### src/rtl/wddl_round_seq.sv
// wddl_round_seq: phase and round sequencer for the WDDL dual-rail AES datapath.
// Every evaluate phase follows at least PRE_CYC precharge cycles. In each precharge
// cycle the datapath inputs are forced to 0/0, so every dual-rail net discharges before
// the next evaluation.
//
// state | meaning
// ------+---------------------------------------------------------------
// IDLE  | waiting for start, datapath held in precharge
// LOAD  | one cycle: plaintext^key0 captured into the state register
// PRE   | precharge phase of the current round (PRE_CYC cycles)
// EVAL  | evaluate phase of the current round (EVAL_CYC cycles)
// DONE  | one cycle: ciphertext valid, may restart straight into LOAD
module wddl_round_seq #(
  parameter int NUM_ROUNDS = 10,
  parameter int PRE_CYC    = 1,
  parameter int EVAL_CYC   = 1,
  parameter int RND_W      = 4,
  parameter int PH_W       = 2
) (
  input  logic             i_clk,
  input  logic             i_rst,
  input  logic             i_start,
  input  logic             i_abort,
  output logic             o_busy,
  output logic             o_done,
  output logic             o_load,
  output logic             o_prech,
  output logic             o_reg_en,
  output logic [RND_W-1:0] o_round_idx,
  output logic             o_last_round
);

  typedef enum logic [2:0] {
    S_IDLE = 3'd0,
    S_LOAD = 3'd1,
    S_PRE  = 3'd2,
    S_EVAL = 3'd3,
    S_DONE = 3'd4
  } state_t;

  localparam logic [PH_W-1:0]  PRE_LAST  = PH_W'(PRE_CYC - 1);
  localparam logic [PH_W-1:0]  EVAL_LAST = PH_W'(EVAL_CYC - 1);
  localparam logic [RND_W-1:0] RND_LAST  = RND_W'(NUM_ROUNDS);

  state_t           r_state;
  logic [PH_W-1:0]  r_cnt;
  logic [RND_W-1:0] r_round;

  state_t           w_state_nxt;
  logic [PH_W-1:0]  w_cnt_nxt;
  logic [RND_W-1:0] w_round_nxt;

  // State, phase counter and round index registers.
  always_ff @(posedge i_clk or posedge i_rst) begin
    if (i_rst) begin
      r_state <= S_IDLE;
      r_cnt   <= '0;
      r_round <= '0;
    end else begin
      r_state <= w_state_nxt;
      r_cnt   <= w_cnt_nxt;
      r_round <= w_round_nxt;
    end
  end

  // Next-state logic. Abort wins over everything while busy; start is only
  // looked at in IDLE and DONE, so a start during an operation is dropped.
  always_comb begin
    w_state_nxt = r_state;
    w_cnt_nxt   = '0;
    w_round_nxt = r_round;
    case (r_state)
      S_IDLE: begin
        w_round_nxt = '0;
        if (i_start) w_state_nxt = S_LOAD;
      end
      S_LOAD: begin
        if (i_abort) begin
          w_state_nxt = S_IDLE;
          w_round_nxt = '0;
        end else begin
          w_state_nxt = S_PRE;
          w_round_nxt = RND_W'(1);
        end
      end
      S_PRE: begin
        if (i_abort) begin
          w_state_nxt = S_IDLE;
          w_round_nxt = '0;
        end else if (r_cnt == PRE_LAST) begin
          w_state_nxt = S_EVAL;
        end else begin
          w_cnt_nxt = r_cnt + 1'b1;
        end
      end
      S_EVAL: begin
        if (i_abort) begin
          w_state_nxt = S_IDLE;
          w_round_nxt = '0;
        end else if (r_cnt == EVAL_LAST) begin
          if (r_round == RND_LAST) begin
            w_state_nxt = S_DONE;
            w_round_nxt = '0;
          end else begin
            w_state_nxt = S_PRE;
            w_round_nxt = r_round + 1'b1;
          end
        end else begin
          w_cnt_nxt = r_cnt + 1'b1;
        end
      end
      S_DONE: begin
        w_round_nxt = '0;
        w_state_nxt = i_start ? S_LOAD : S_IDLE;
      end
      default: begin
        w_state_nxt = S_IDLE;
        w_round_nxt = '0;
      end
    endcase
  end

  // Moore outputs from the registered state. The only input in the output path
  // is abort on reg_en: an aborted round must not write a partial result.
  always_comb begin
    o_busy       = (r_state == S_LOAD) || (r_state == S_PRE) || (r_state == S_EVAL);
    o_done       = (r_state == S_DONE);
    o_load       = (r_state == S_LOAD);
    o_prech      = (r_state != S_EVAL);
    o_reg_en     = (r_state == S_EVAL) && (r_cnt == EVAL_LAST) && !i_abort;
    o_round_idx  = r_round;
    o_last_round = ((r_state == S_PRE) || (r_state == S_EVAL)) && (r_round == RND_LAST);
  end

endmodule
### config.mk
export PLATFORM = sky130hd
export DESIGN_NAME = wddl_round_seq
export DESIGN_NICKNAME = d
export VERILOG_FILES = /design/src/rtl/wddl_round_seq.sv
export SDC_FILE = /design/constraint.sdc
export NUM_CORES = 1
export LEC_CHECK = 0
export ABC_AREA = 0
export CELL_PAD_IN_SITES_DETAIL_PLACEMENT = 1
export CELL_PAD_IN_SITES_GLOBAL_PLACEMENT = 1
export CORE_UTILIZATION = 33
export DETAILED_ROUTE_END_ITERATION = 16
export PLACE_DENSITY = 0.82
export SETUP_SLACK_MARGIN = 0.4
export SYNTH_ARGS = -nofsm -noshare
export SYNTH_HDL_FRONTEND = slang
export SYNTH_SLANG_ARGS = --single-unit
### constraint.sdc
create_clock -name i_clk -period 1.96 [get_ports i_clk]
set_clock_uncertainty 0.1 [all_clocks]
set_input_delay 0.196 -clock i_clk [delete_from_list [all_inputs] [get_ports i_clk]]
set_output_delay 0.196 -clock i_clk [all_outputs]
set_load 0.05 [all_outputs]
======== Word-level counts from Yosys, hierarchy flattened ========
Cells that the tools add are included.
operators by class
  add/subtract/negate cells ............... 2
  eq/ne operators ......................... 10
  muxes and demuxes ....................... 18
  reduce and logical (&&, ||, !) cells .... 12
operators by type and width
  operator             number
  $mux 3               6
  $mux 4               4
  $pmux 3 s5           1
  $pmux 4 s3           1
  $mux 2               4
  $eq 3x2->1 const B   2
  $ne 3x3->1 const B   2
  $add 4x1->4 const B  1
  $eq 4x4->1 const B   1
  $ne 2x2->1 const B   2
  $eq 3x1->1 const B   1
  $eq 3x3->1 const B   1
  $logic_and 1x1->1    3
  $logic_not 3->1      1
  $logic_or 1x1->1     3
  $ne 3x2->1 const B   1
  $reduce_and 3->1     1
  $add 2x1->2 const B  1
  $logic_not 2->1      1
  $mux 1               2
  $reduce_and 2->1     1
  $reduce_or 2->1      1
  $logic_not 1->1      1
storage, ports and cells
  register bits after elaboration ......... 9
  bits of input ports ..................... 4
  output and inout port bits .............. 10

======== Longest topological paths before layout ========
  depth after elaboration ................. 5
  gate-level depth with buffers ........... 6

======== Least setup slack after synthesis ========
Ideal clock, no wire load.
  path type ............................... register to output
  from .................................... register r_state[0]
  to ...................................... output o_done
  arrival time ............................ 1.634 ns
  data required time ...................... 1.664 ns
  path slack .............................. 0.030 ns
  stages on the path, launching flop included .. 3
  buffers on the path ..................... 1
  cell sequence ........................... dfrtp_1 > clkbuf_1 > nor3_1
on the way
  longest elaborated chain between the ends .. 1
ends and longest elaborated chain
  what                    RTL line  RTL
  from (decl)             45        state_t r_state;
  from (signal assigned)  60        r_state <= w_state_nxt;
  $eq 3x3->1              127       o_done = (r_state == S_DONE);
  to (decl)               25        output logic o_done,
No other way between the ends.

======== Final worst setup path ========
  from .................................... register r_round[1] (netlist: o_round_idx[1])
  to ...................................... register r_round[0] (netlist: o_round_idx[0])
on the way
  longest elaborated chain between the ends .. 5
ends and longest elaborated chain
  what                    RTL line  RTL
  from (decl)             47        logic [RND_W-1:0] r_round;
  from (signal assigned)  62        r_round <= w_round_nxt;
  $eq 4x4->1              101       if (r_round == RND_LAST) begin
  $mux 4                  101
  $mux 4                  100       end else if (r_cnt == EVAL_LAST) begin
  $mux 4                  97        if (i_abort) begin
  $pmux 4 s3              72        case (r_state)
No other way between the ends. The select of a mux whose other input is x is not followed.
A chain may end at the register's enable or synchronous reset.

==> flow_summary.yaml <==
status:
  outcome: "finished clean"
critical_path:
  critPathRequiredTime_ns: 2.04
  max_stage_delay_ns: 0.43
  crit_fanout: 6
  reg2reg_depth: 6
  crit_path_start_kind: "flip-flop"
  path_class: "reg -> reg"
  crit_chain: "ha_4, and3b_2, buf_6, buf_6, or3_1, o22ai_2"
  critPathMostFrequentCell: "buf_6"
  end_kind: "flip-flop"
  cp.arrival_ns: 1.79
  cpMaxStageDelayCell: "dfrtp_2"
synthesis:
  synthTopCellsByCount: "9 x dfrtp_1, 6 x inv_1, 6 x nand2_1, 6 x nor2_1, 4 x ha_1"
  async_flop_share_pct: 100
  synth_area_um2: 541
  yosys.area.top_type: "dfrtp_1"
  seq_area_frac_synth_pct: 41.7
  ys_ff_latch: 9
  netlist_instances: 61
  synth_top_area_share_pct: 41.7
  synth-edff-count: 0
  ys_types: 25
  yosysMostFrequentCell: "dfrtp_1"
  yosys_warnings: 0
  syn_nets: 69
  synth_ff_type: "dfrtp_1"
  synth.area.top_cells: "dfrtp_1 42%, ha_1 9.3%, inv_1 4.2%"
  syn-mean-instance-area_um2: 8.86
floorplanning:
  core_um2: 1520
  dieHeight_um: 42.5
  dieArea_um2: 1800
  die_w_um: 42.5
  io_pins: 14
  initial_utilization_pct: 35.5
  placementRows: 14
layout:
  nFillCells: 164
  layout-drive-gt1-share_pct: 65.2
  ff_latch_area_um2: 231
  n_antenna_cell: 0
  nets: 98
  area_growth_pct: 78.2
  multi_input_area_um2: 407
sta:
  rsz0062_at_grt: "yes"
  setup_tns_ns: 0
  finalHoldViolations: 0
  finalSetupViolations: 0
  fin_ws_ns: 0.249
  report.final.slew_viol_count: 0
  period_share_pct: 87.3
  fmax_mhz: 585
  worstMarginPinSlew_ns: 0.486
  slew-limit-headroom_pct: 67.8
  fin_crit_ns: 1.71
run:
  drv_cap: 0
routing:
  drcViolationCount: 0
  routedWlPerCell_um: 20.0
  drt-pass1-iter-count: 4
  vias: 588
  antenna_left: 0
  viasPerCell: 5.60
  wirelength_mm: 2.10
  drt_iter0_drc: 8
clock_network:
  clk_latency_ns: 0.26
  cts.path.max_buffers: 2
  htreeDepth: 1
  clk_pin_slew_ns: 0.07
  cts_root_buf: "clkbuf_4"
  cts_buffers: 3
  cts_tree: "yes"
  clock-sinks: 9
global_route:
  grt_overflow: 0
  grt_pass1_wl_mm: 3.13
  grt_util_all_layers_pct: 23.7
  antenna_found_initial: 0
  grt_pass1_vias: 619
  grt_max_degree: 11
placement:
  portBuffers: 13
  gp_congestion: 0.744
  dpl.hpwl_um: 981
  place_ws_ns: 0.197
pwr:
  power_leakage_uw: 0.000423
  total_power_uw: 614
  ir_worst_vdd_mv: 0.499
  powerDensity_nw_per_um2: 638
worst_hold_path:
  hp-class: "in -> async"
## through the flow
step / cell area [um^2] / util, % / hold WS (ns) / instances
after detailed placement: 728 / 47.8 / 0.395 / 88
after global routing: 963 / 63.2 / 0.147 / 105
final: 963 / 63.2 / 0.103 / 105
after floorplan: 567 / - / -0.0762 / 61
after global placement: 728 / 47.8 / 0.380 / 88
after CTS: 873 / 57.3 / 0.103 / 100
## registers in the layout, summed over array words and instances, names as in the netlist
name	cells
r_state	3
r_cnt	2
o_round_idx	4
## timing repair
action / 4_1_cts / 5_1_grt
resized for setup: 23 / 20
cloned: 0 / 0
endpoints found under the setup margin: 12 / 14
buffers inserted: 8 / 5
pin swaps: 5 / 5
endpoints found under the hold margin: 0 / 0
hold buffers: 0 / 0
## path summary, 6_finish.rpt
check                            endpoint      startpoint  slack, ns
max in group asynchronous      r_state[0]           i_rst       1.37
min in group i_clk             r_state[2]         i_abort       0.35
min                        o_round_idx[3]           i_rst       0.10
max reg2reg                o_round_idx[0]  o_round_idx[1]       0.25
max                        o_round_idx[0]  o_round_idx[1]       0.25
min reg2reg                o_round_idx[3]  o_round_idx[3]       0.46
## power by group
group          switching (uW)  internal, uW
clock network            70.8          75.4
logic                     157           101
registers                12.0           198
## final cells by class
type / count / share of cell area, %
Clock inverter: 1 / 0.519
Sequential cell: 9 / 24.0
Inverter: 6 / 2.34
Timing Repair Buffer: 27 / 26.5
Multi-Input combinational cell: 43 / 42.2
Tap cell: 16 / 2.08
Clock buffer: 3 / 2.34
## critical path: cells and delay by family (launching register included)
kind	cells	cell delay [ns]
AO/OA/AOI/OAI	1	0.16
flip-flops	1	0.43
buffers and inverters	2	0.24
AND/OR/NAND/NOR	2	0.55
adder cells (fa/ha/maj)	1	0.15
## cells in the final DEF, fill, tap and decap left out, drive strengths merged
cell	count
inv	6
nand3	2
a21boi	1
nor3b	1
nand2	6
dfrtp	9
and2	3
dlymetal6s2s	1
clkinv	1
or3	3
clkdlybuf4s50	2
o21ai	2
dlygate4sd2	1
a41oi	1
buf	20
a31o	1
o22ai	1
ha	4
a31oi	1
and3	1
nor2b	1
a311oi	2
a21oi	3
nor3	1
clkbuf	6
nor2	6
or2b	1
and3b	1
nand3b	1
## cells by family after synthesis
kind of cell | count (synthesis) | synth area share (%)
and+or+nand+nor | 27 | 26.6
adders and majority gates | 4 | 9.26
DFF | 9 | 41.7
AOI/OAI and AO/OA | 12 | 14.8
buffers and inverters | 9 | 7.64
## per-layer routing
metal	vias up	GRT usage (%)	share of wire (%)
met3	2	5.17	3.1
li1	268	-	-
met4	0	6.88	0.90
met1	305	28.0	41
met5	-	0	0
met2	13	42.5	55
(Power assumes the default switching activity.)
